===== config.mk =====
export PLATFORM = sky130hd
export DESIGN_NAME = div_unit
export DESIGN_NICKNAME = d
export VERILOG_FILES = /design/src/rtl/div_unit_pkg.sv /design/src/rtl/div_unit.sv
export SDC_FILE = /design/constraint.sdc
export NUM_CORES = 1
export LEC_CHECK = 0
export ABC_AREA = 1
export ABC_CLOCK_PERIOD_IN_PS = 10200
export CAP_MARGIN = 5
export CORE_MARGIN = 4
export CORE_UTILIZATION = 33
export CTS_BUF_LIST = sky130_fd_sc_hd__clkbuf_8
export DETAILED_ROUTE_END_ITERATION = 8
export PLACE_DENSITY = 0.51
export SETUP_SLACK_MARGIN = 0.02
export SLEW_MARGIN = 20
export SYNTH_ARGS = -nofsm -noshare
export SYNTH_HDL_FRONTEND = slang
export SYNTH_SLANG_ARGS = --single-unit

===== constraint.sdc =====
create_clock -name clk -period 10.2 [get_ports clk]
set_input_delay 2.04 -clock clk [delete_from_list [all_inputs] [get_ports clk]]
set_output_delay 2.04 -clock clk [all_outputs]
set_load 0.005 [all_outputs]

===== src/rtl/div_unit_pkg.sv =====
// Shared definitions for the EX-stage divider: FSM encodings, the divide-by-zero
// result and the EX opcodes that drive start/signed_div.
package div_unit_pkg;

  typedef enum logic [1:0] {
    DIV_IDLE = 2'b00,
    DIV_BUSY = 2'b01,
    DIV_DONE = 2'b10
  } div_state_e;

  localparam logic [63:0] DIV_ZERO_RESULT = 64'h0000_0000_0000_0000;

  localparam logic [7:0] EXE_DIV_OP  = 8'b0001_1010;
  localparam logic [7:0] EXE_DIVU_OP = 8'b0001_1011;

endpackage


===== src/rtl/div_unit.sv =====
// Iterative radix-2 restoring divider (DIV/DIVU) producing {remainder, quotient}.
// Optional DIV_FAST_PATH_EN finishes in one cycle when |dividend| < |divisor|.
import div_unit_pkg::*;

module div_unit #(
  parameter int WIDTH = 32,
  parameter int CNT_W = 6
) (
  input  logic               clk,
  input  logic               rst,
  input  logic               start,
  input  logic               signed_div,
  input  logic [WIDTH-1:0]   opdata1,
  input  logic [WIDTH-1:0]   opdata2,
  input  logic               annul,
  output logic [2*WIDTH-1:0] result,
  output logic               ready
);

  localparam logic [CNT_W-1:0] LAST_STEP = CNT_W'(WIDTH - 1);

  div_state_e         state_r, next_state_s;
  logic [WIDTH-1:0]   dividend_r, divisor_r, rem_r, quo_r;
  logic [WIDTH-1:0]   abs1_s, abs2_s, step_rem_s, step_quo_s, fin_rem_s, fin_quo_s;
  logic [WIDTH:0]     partial_s, diff_s;
  logic [CNT_W-1:0]   counter_r;
  logic               q_neg_r, r_neg_r, fast_s, div_zero_s, last_step_s;
  logic [2*WIDTH-1:0] result_r, result_nxt_s;
  logic               ready_r, ready_nxt_s;

  assign abs1_s      = (signed_div && opdata1[WIDTH-1]) ? -opdata1 : opdata1;
  assign abs2_s      = (signed_div && opdata2[WIDTH-1]) ? -opdata2 : opdata2;
  assign div_zero_s  = (opdata2 == {WIDTH{1'b0}});
  assign last_step_s = (counter_r == LAST_STEP);

`ifdef DIV_FAST_PATH_EN
  assign fast_s = !div_zero_s && (abs1_s < abs2_s);
`else
  assign fast_s = 1'b0;
`endif

  assign partial_s = {rem_r, dividend_r[WIDTH-1]};
  assign diff_s    = partial_s - {1'b0, divisor_r};
  assign fin_rem_s = r_neg_r ? -step_rem_s : step_rem_s;
  assign fin_quo_s = q_neg_r ? -step_quo_s : step_quo_s;

  // One restoring step: keep the trial difference only when it did not borrow.
  always_comb begin
    step_rem_s = partial_s[WIDTH-1:0];
    step_quo_s = {quo_r[WIDTH-2:0], 1'b0};
    if (!diff_s[WIDTH]) begin
      step_rem_s = diff_s[WIDTH-1:0];
      step_quo_s = {quo_r[WIDTH-2:0], 1'b1};
    end else begin
      step_rem_s = partial_s[WIDTH-1:0];
      step_quo_s = {quo_r[WIDTH-2:0], 1'b0};
    end
  end

  // State register.
  always_ff @(posedge clk or posedge rst) begin
    if (rst) state_r <= DIV_IDLE;
    else     state_r <= next_state_s;
  end

  // Next-state logic; annul overrides everything, including a fresh start.
  always_comb begin
    next_state_s = state_r;
    if (annul) begin
      next_state_s = DIV_IDLE;
    end else begin
      case (state_r)
        DIV_IDLE: begin
          if (start && (div_zero_s || fast_s)) next_state_s = DIV_DONE;
          else if (start)                      next_state_s = DIV_BUSY;
          else                                 next_state_s = DIV_IDLE;
        end
        DIV_BUSY: begin
          if (last_step_s) next_state_s = DIV_DONE;
          else             next_state_s = DIV_BUSY;
        end
        DIV_DONE: begin
          if (start) next_state_s = DIV_DONE;
          else       next_state_s = DIV_IDLE;
        end
        default: next_state_s = DIV_IDLE;
      endcase
    end
  end

  // Output logic: result only changes on DONE entry and otherwise holds.
  always_comb begin
    result_nxt_s = result_r;
    ready_nxt_s  = (next_state_s == DIV_DONE);
    if (next_state_s == DIV_DONE) begin
      case (state_r)
        DIV_IDLE: begin
          if (div_zero_s) result_nxt_s = (2*WIDTH)'(DIV_ZERO_RESULT);
          else            result_nxt_s = {opdata1, {WIDTH{1'b0}}};
        end
        DIV_BUSY: result_nxt_s = {fin_rem_s, fin_quo_s};
        default:  result_nxt_s = result_r;
      endcase
    end else begin
      result_nxt_s = result_r;
    end
  end

  // Registered outputs.
  always_ff @(posedge clk or posedge rst) begin
    if (rst) begin
      result_r <= {(2*WIDTH){1'b0}};
      ready_r  <= 1'b0;
    end else begin
      result_r <= result_nxt_s;
      ready_r  <= ready_nxt_s;
    end
  end

  // Operand capture in IDLE and the shifting datapath in BUSY.
  always_ff @(posedge clk or posedge rst) begin
    if (rst) begin
      dividend_r <= {WIDTH{1'b0}};
      divisor_r  <= {WIDTH{1'b0}};
      rem_r      <= {WIDTH{1'b0}};
      quo_r      <= {WIDTH{1'b0}};
      counter_r  <= {CNT_W{1'b0}};
      q_neg_r    <= 1'b0;
      r_neg_r    <= 1'b0;
    end else begin
      case (state_r)
        DIV_IDLE: begin
          if (start && !annul) begin
            dividend_r <= abs1_s;
            divisor_r  <= abs2_s;
            rem_r      <= {WIDTH{1'b0}};
            quo_r      <= {WIDTH{1'b0}};
            counter_r  <= {CNT_W{1'b0}};
            q_neg_r    <= signed_div & (opdata1[WIDTH-1] ^ opdata2[WIDTH-1]);
            r_neg_r    <= signed_div & opdata1[WIDTH-1];
          end else begin
            counter_r  <= counter_r;
          end
        end
        DIV_BUSY: begin
          dividend_r <= {dividend_r[WIDTH-2:0], 1'b0};
          rem_r      <= step_rem_s;
          quo_r      <= step_quo_s;
          counter_r  <= counter_r + CNT_W'(1);
        end
        default: counter_r <= counter_r;
      endcase
    end
  end

  assign result = result_r;
  assign ready  = ready_r;

endmodule

**Word-level counts from Yosys, hierarchy flattened**

Cells that the tools add are included.
W data, S select, Z words.

- Register bits after elaboration: 202
- Bits in latches: 0
- Input bits: 69
- Output and inout bits: 65
- Memories: 0
- Bits in writable memories: 0
- Memory bits (read-only): 0
- Logic and storage cells: 56

- Add/sub/neg operators: 6
- Multiply operators: 0
- Shift operators: 0
- Div/mod/pow operators: 0
- Multiplexer cells: 21
- Order comparisons: 0
- Reduce and logical (&&, ||, !) cells: 11
- Equal/unequal tests: 5
- Bitwise logic cells: 3

Operator list:

| operator | number |
|---|---|
| $mux W32 | 7 |
| $neg A32 Y32 | 4 |
| $pmux W32 S2 | 2 |
| $pmux W64 S2 | 1 |
| $mux W64 | 1 |
| $pmux W31 S2 | 1 |
| $sub A33 B32 Y33 | 1 |
| $logic_not A32 Y1 | 1 |
| $pmux W6 S2 | 1 |
| $mux W2 | 4 |
| $add A6 B1 Y6 const B | 1 |
| $eq A6 B5 Y1 const B | 1 |
| $mux W6 | 1 |
| $pmux W2 S3 | 1 |
| $reduce_and A2 Y1 | 3 |
| $eq A2 B2 Y1 const B | 2 |
| $logic_and A1 B1 Y1 | 4 |
| $and A1 B1 Y1 | 2 |
| $eq A2 B1 Y1 const B | 1 |
| $logic_not A2 Y1 | 1 |
| $mux W1 | 2 |
| $ne A2 B2 Y1 const B | 1 |
| $reduce_bool A2 Y1 | 1 |
| $logic_not A1 Y1 | 1 |
| $xor A1 B1 Y1 | 1 |

**Depth between registers and ports, before layout**

- Depth after elaboration: 7
- Depth in mapped cells: 30
- Mapped depth without buffers: 29

**Worst setup path after synthesis**

Ideal clock, no wire load.

- Path kind: input -> register
- Start: input opdata2[1]
- End: register result_r[49], in the netlist result[49]
- Buffers on the path: 2
- Data required time: 10.087 ns
- Setup time: 0.113 ns
- Data arrival time: 3.937 ns
- Cell stages on the path: 15
- Setup slack: 6.151 ns
- Cell sequence: inv_1 -> ha_1 -> nand2_1 -> nor2_1 -> nand4_1 -> nor2_2 -> a31oi_1 -> nor2_1 -> inv_1 -> nor2_2 -> buf_2 -> buf_2 -> nand3_1 -> nand2_1 -> inv_1

- Longest elaborated chain between the ends: 7
- Elaborated cells on any way between the ends: 9
- Those cells by class: 1 x eq/ne; 5 x mux; 3 x reduce/logical

Ends and longest elaborated chain:

| what | line | text |
|---|---|---|
| start, declared | div_unit.sv:14 | `input logic [WIDTH-1:0] opdata2,` |
| $logic_not A32 Y1 | div_unit.sv:33 | `assign div_zero_s = (opdata2 == {WIDTH{1'b0}});` |
| $logic_and A1 B1 Y1 | div_unit.sv:74 | `if (start && (div_zero_s \|\| fast_s)) next_state_s = DIV_DONE;` |
| $mux W2 | div_unit.sv:74 |  |
| $pmux W2 S3 | div_unit.sv:72 | `case (state_r)` |
| $mux W2 | div_unit.sv:69 | `if (annul) begin` |
| named net next_state_s[1] | div_unit.sv:22 | `div_state_e state_r, next_state_s;` |
| $eq A2 B2 Y1 | div_unit.sv:95 | `if (next_state_s == DIV_DONE) begin` |
| $reduce_and A2 Y1 (no line) | -- |  |
| end signal, assigned | div_unit.sv:112 | `result_r <= {(2*WIDTH){1'b0}};` |
| end signal, assigned | div_unit.sv:115 | `result_r <= result_nxt_s;` |
| end, declared | div_unit.sv:28 | `logic [2*WIDTH-1:0] result_r, result_nxt_s;` |

The timed path passes the listed nets, and every way through them passes these cells.
A chain may end at the register's enable or synchronous reset.

**Worst setup path after layout**

- Start: input opdata2[18]
- End: register result_r[8], in the netlist result[8]

Same word-level chain as after synthesis.

==> Implementation_results.wiki <==
{| class="wikitable"
! Metric !! Value
|-
| Buffer cell driving the clock tree root || clkbuf_8
|-
| Class of the worst hold path || flop to flop
|-
| Number of cells produced by synthesis || 2150
|-
| Critical path endpoint category || flop
|-
| Number of global-route vias before repair || 13679
|-
| Kind of critical path || input port to flop
|-
| Number of standard-cell rows in the floorplan || 76
|-
| Yosys Warn Count || 0
|-
| Maximum clock path buffer count || 3
|-
| Status || finished, final reports clean
|-
| Die Height || 217 um
|-
| Reg2Reg Launch Point || divisor_r[27]$_DFFE_PP0P_
|-
| Violation count after the first detailed-route iteration || 995
|-
| Layout fillers || 4582
|-
| CTS Buf Count || 40
|-
| Initial standard-cell utilization of the core || 33.4%
|-
| Final worst path period need || 5.23 ns
|-
| Launch point of the worst path || opdata2[18]
|-
| Number of violations of the max-capacitance limit || 0
|-
| Detail-routed net length per standard cell || 16.5 um
|-
| Post-CTS setup repair buffer count || 0
|-
| First-pass GRT wire length || 75.6 mm
|-
| Layout area overhead || 18.1%
|-
| H-tree Lvls || 2
|-
| Yosys cell types || 59
|-
| Total via count after detailed routing || 14192
|-
| Lkg Pwr || 8.39 nW
|-
| Global router's overall resource usage || 20.0%
|-
| Wire length after detailed routing || 47.4 mm
|-
| CP Max Fanout || 60
|-
| Total I/O pin count || 134
|-
| Initial antenna violation count || 0
|-
| Count of flip-flops with a built-in enable after synthesis || 0
|-
| Worst Tran Pin Value || 0.977 ns
|-
| Insertion delay of the later-clocked pin in the worst-skew pair || 0.59 ns
|-
| Placer's final routability congestion estimate || 0.910
|-
| Maximum achievable frequency || 191 MHz
|-
| Residual DRC || 0
|-
| Post-detail-place hpwl || 35.3 mm
|-
| Total die area || 47000 um^2
|-
| Finished layout cell area || 17000 um^2
|-
| Largest net degree at the start of global routing || 78
|-
| Share of cells above drive strength 1 || 7.76%
|-
| Most common flop cell mapped by yosys || dfrtp_1
|-
| Top area cells in the synthesized netlist || dfrtp_1 35%, nand2_1 16%, inv_1 7.6%
|-
| TritonCTS clock tree || done
|-
| Setup repair after global routing missed its margin || false
|-
| Final slew viol count || 0
|-
| Core area || 43100 um^2
|-
| Post-synthesis cell area || 14400 um^2
|-
| Fraction of post-synthesis cell area in the top cell type by area || 35.1%
|-
| Cell type contributing the most total cell area after synthesis || dfrtp_1
|-
| Count of nets left with antenna violations after detail routing || 0
|-
| Number of nets in the finished design || 2372
|-
| Antenna cell count || 0
|-
| Setup ws final || 4.97 ns
|-
| Number of sinks handled by clock tree synthesis || 202
|-
| Maximum vdd ir drop || 0.143 mV
|-
| Most numerous cell in the Yosys netlist || nand2_1
|-
| List of most frequent post-synthesis cells || 624 x nand2_1, 292 x inv_1, 202 x dfrtp_1, 202 x nor2_1, 167 x nand3_1
|-
| Minimum setup slack after placement || 4.35 ns
|-
| Post-cts resize count || 0
|-
| Summed negative setup slack over all endpoints || 0 ns
|-
| Setup Viol. Count Final || 0
|-
| Worst EP arrival || 5.69 ns
|-
| Post-synthesis async set-or-reset flop share || 100%
|-
| Placed inst area || 16300 um^2
|-
| WP data required || 10.66 ns
|-
| Net Count, Synth || 2257
|-
| Aggregate global routing overflow || 0
|-
| Power per standard cell area || 294 nW/um^2
|-
| Port Buf Inserts || 133
|-
| Post-synthesis average cell area || 6.70 um^2
|-
| Finished Core Util || 39.5%
|-
| Hold-fix buffers, CTS || 0
|-
| Setup clock skew after layout || 0.0333 ns
|-
| Number of vias per cell || 4.93
|-
| Number of hold-slack violations in the final timing report || 0
|-
| Sequential area share after synthesis || 35.1%
|-
| Setup crit start kind || input port
|-
| Clock-pin slew on the worst setup and hold paths || 0.06 ns
|-
| Die boundary width || 217 um
|-
| Final worst-path cycle share || 51.3%
|-
| Initial DRT Pass Iterations || 5
|-
| Worst slew slack as a fraction of its limit || 34.8%
|-
| Hold_sp || divisor_r[4]$_DFFE_PP0P_
|-
| Synthesis-stage register bit count || 202
|}
[per-stage QoR]
| step | hold slack [ns] | total power, mW | std cells |
|---|---|---|---|
| 6_report | 0.486 | 5.00 | 2878 |
| 5_1_grt | 0.502 | 5.51 | 2878 |
| 4_1_cts | 0.488 | 5.04 | 2878 |
| 3_5_place_dp | 0.467 | 4.22 | 2808 |
| 3_3_place_gp | 0.465 | 4.20 | 2808 |
| 2_1_floorplan | 0.449 | 3.40 | 2150 |
[power breakdown]
group          switching [mW]  internal (mW)  leakage [nW]  total [mW]
Clock                   0.378          0.405         0.449       0.783
Combinational            2.17          0.960          5.39        3.13
Sequential              0.134          0.959          2.56        1.09
[layout make-up]
cell class	count	area, um^2	share of cell area (%)
clock buffer	45	619	3.64
clock inverter	25	119	0.699
inverter	314	1190	6.99
multi-input combinational	1561	7870	46.2
sequential	202	5050	29.7
tap	585	732	4.30
timing repair buffer	146	1430	8.40
[path summary, 6_finish.rpt]
path,slack (ns),endpoint,cells after the start
max in group asynchronous,6.91,quo_r[12]$_DFFE_PP0P_,3
worst max-delay path,4.97,result[8]$_DFFE_PP0P_,13
worst max register to register,5.55,result[28]$_DFFE_PP0P_,23
min in group asynchronous,1.93,result[55]$_DFFE_PP0P_,2
worst min register to register,0.49,divisor_r[4]$_DFFE_PP0P_,2
worst min-delay path,0.49,divisor_r[4]$_DFFE_PP0P_,2
[critical path, stage by stage]
cell and delay [ns]:
clkdlybuf4s50_1 0.48, nor2_1 0.13, inv_1 0.08, nor4_1 0.43
nand4_1 0.18, nor2_2 0.40, a31oi_1 0.18, nor2_1 0.20
inv_1 0.10, nor2_4 0.08, buf_4 0.42, inv_2 0.52
o41ai_1 0.42
[cells by family after synthesis]
kind of cell,Yosys count,synth area share (%)
AOI/OAI and AO/OA,329,13.6
xor gates and xnor gates,41,2.49
adders and majority gates,38,3.35
buffers and inverters,387,10.4
DFF,202,35.1
and+or+nand+nor,1153,35.0
[state kept, by name, summed over array words and instances, names as in the netlist]
register and flops:
dividend_r 32, quo_r 31, result 64, divisor_r 32, q_neg_r 1, counter_r 6, state_r 2, r_neg_r 1
rem_r 32, ready 1
[placed cells by master (no fill, tap or decap), drive strengths merged, types with 37 or more instances in the layout]
| master | instances |
|---|---|
| nand2 | 662 |
| inv | 328 |
| nor2 | 223 |
| dfrtp | 202 |
| nand3 | 172 |
| clkdlybuf4s50 | 133 |
| o21ai | 122 |
| a21oi | 74 |
| o22ai | 51 |
| clkbuf | 45 |
| ha | 37 |
[per-layer routing]
metal	vias up	wire [um]	GRT usage [%]	part of all wire [%]
li1	7183	-	-	-
met1	6576	22800	28.7	48
met2	363	20800	31.2	44
met3	70	2390	2.89	5.1
met4	0	1360	6.28	2.9
met5	-	0	0	0
(Power assumes the default switching activity.)
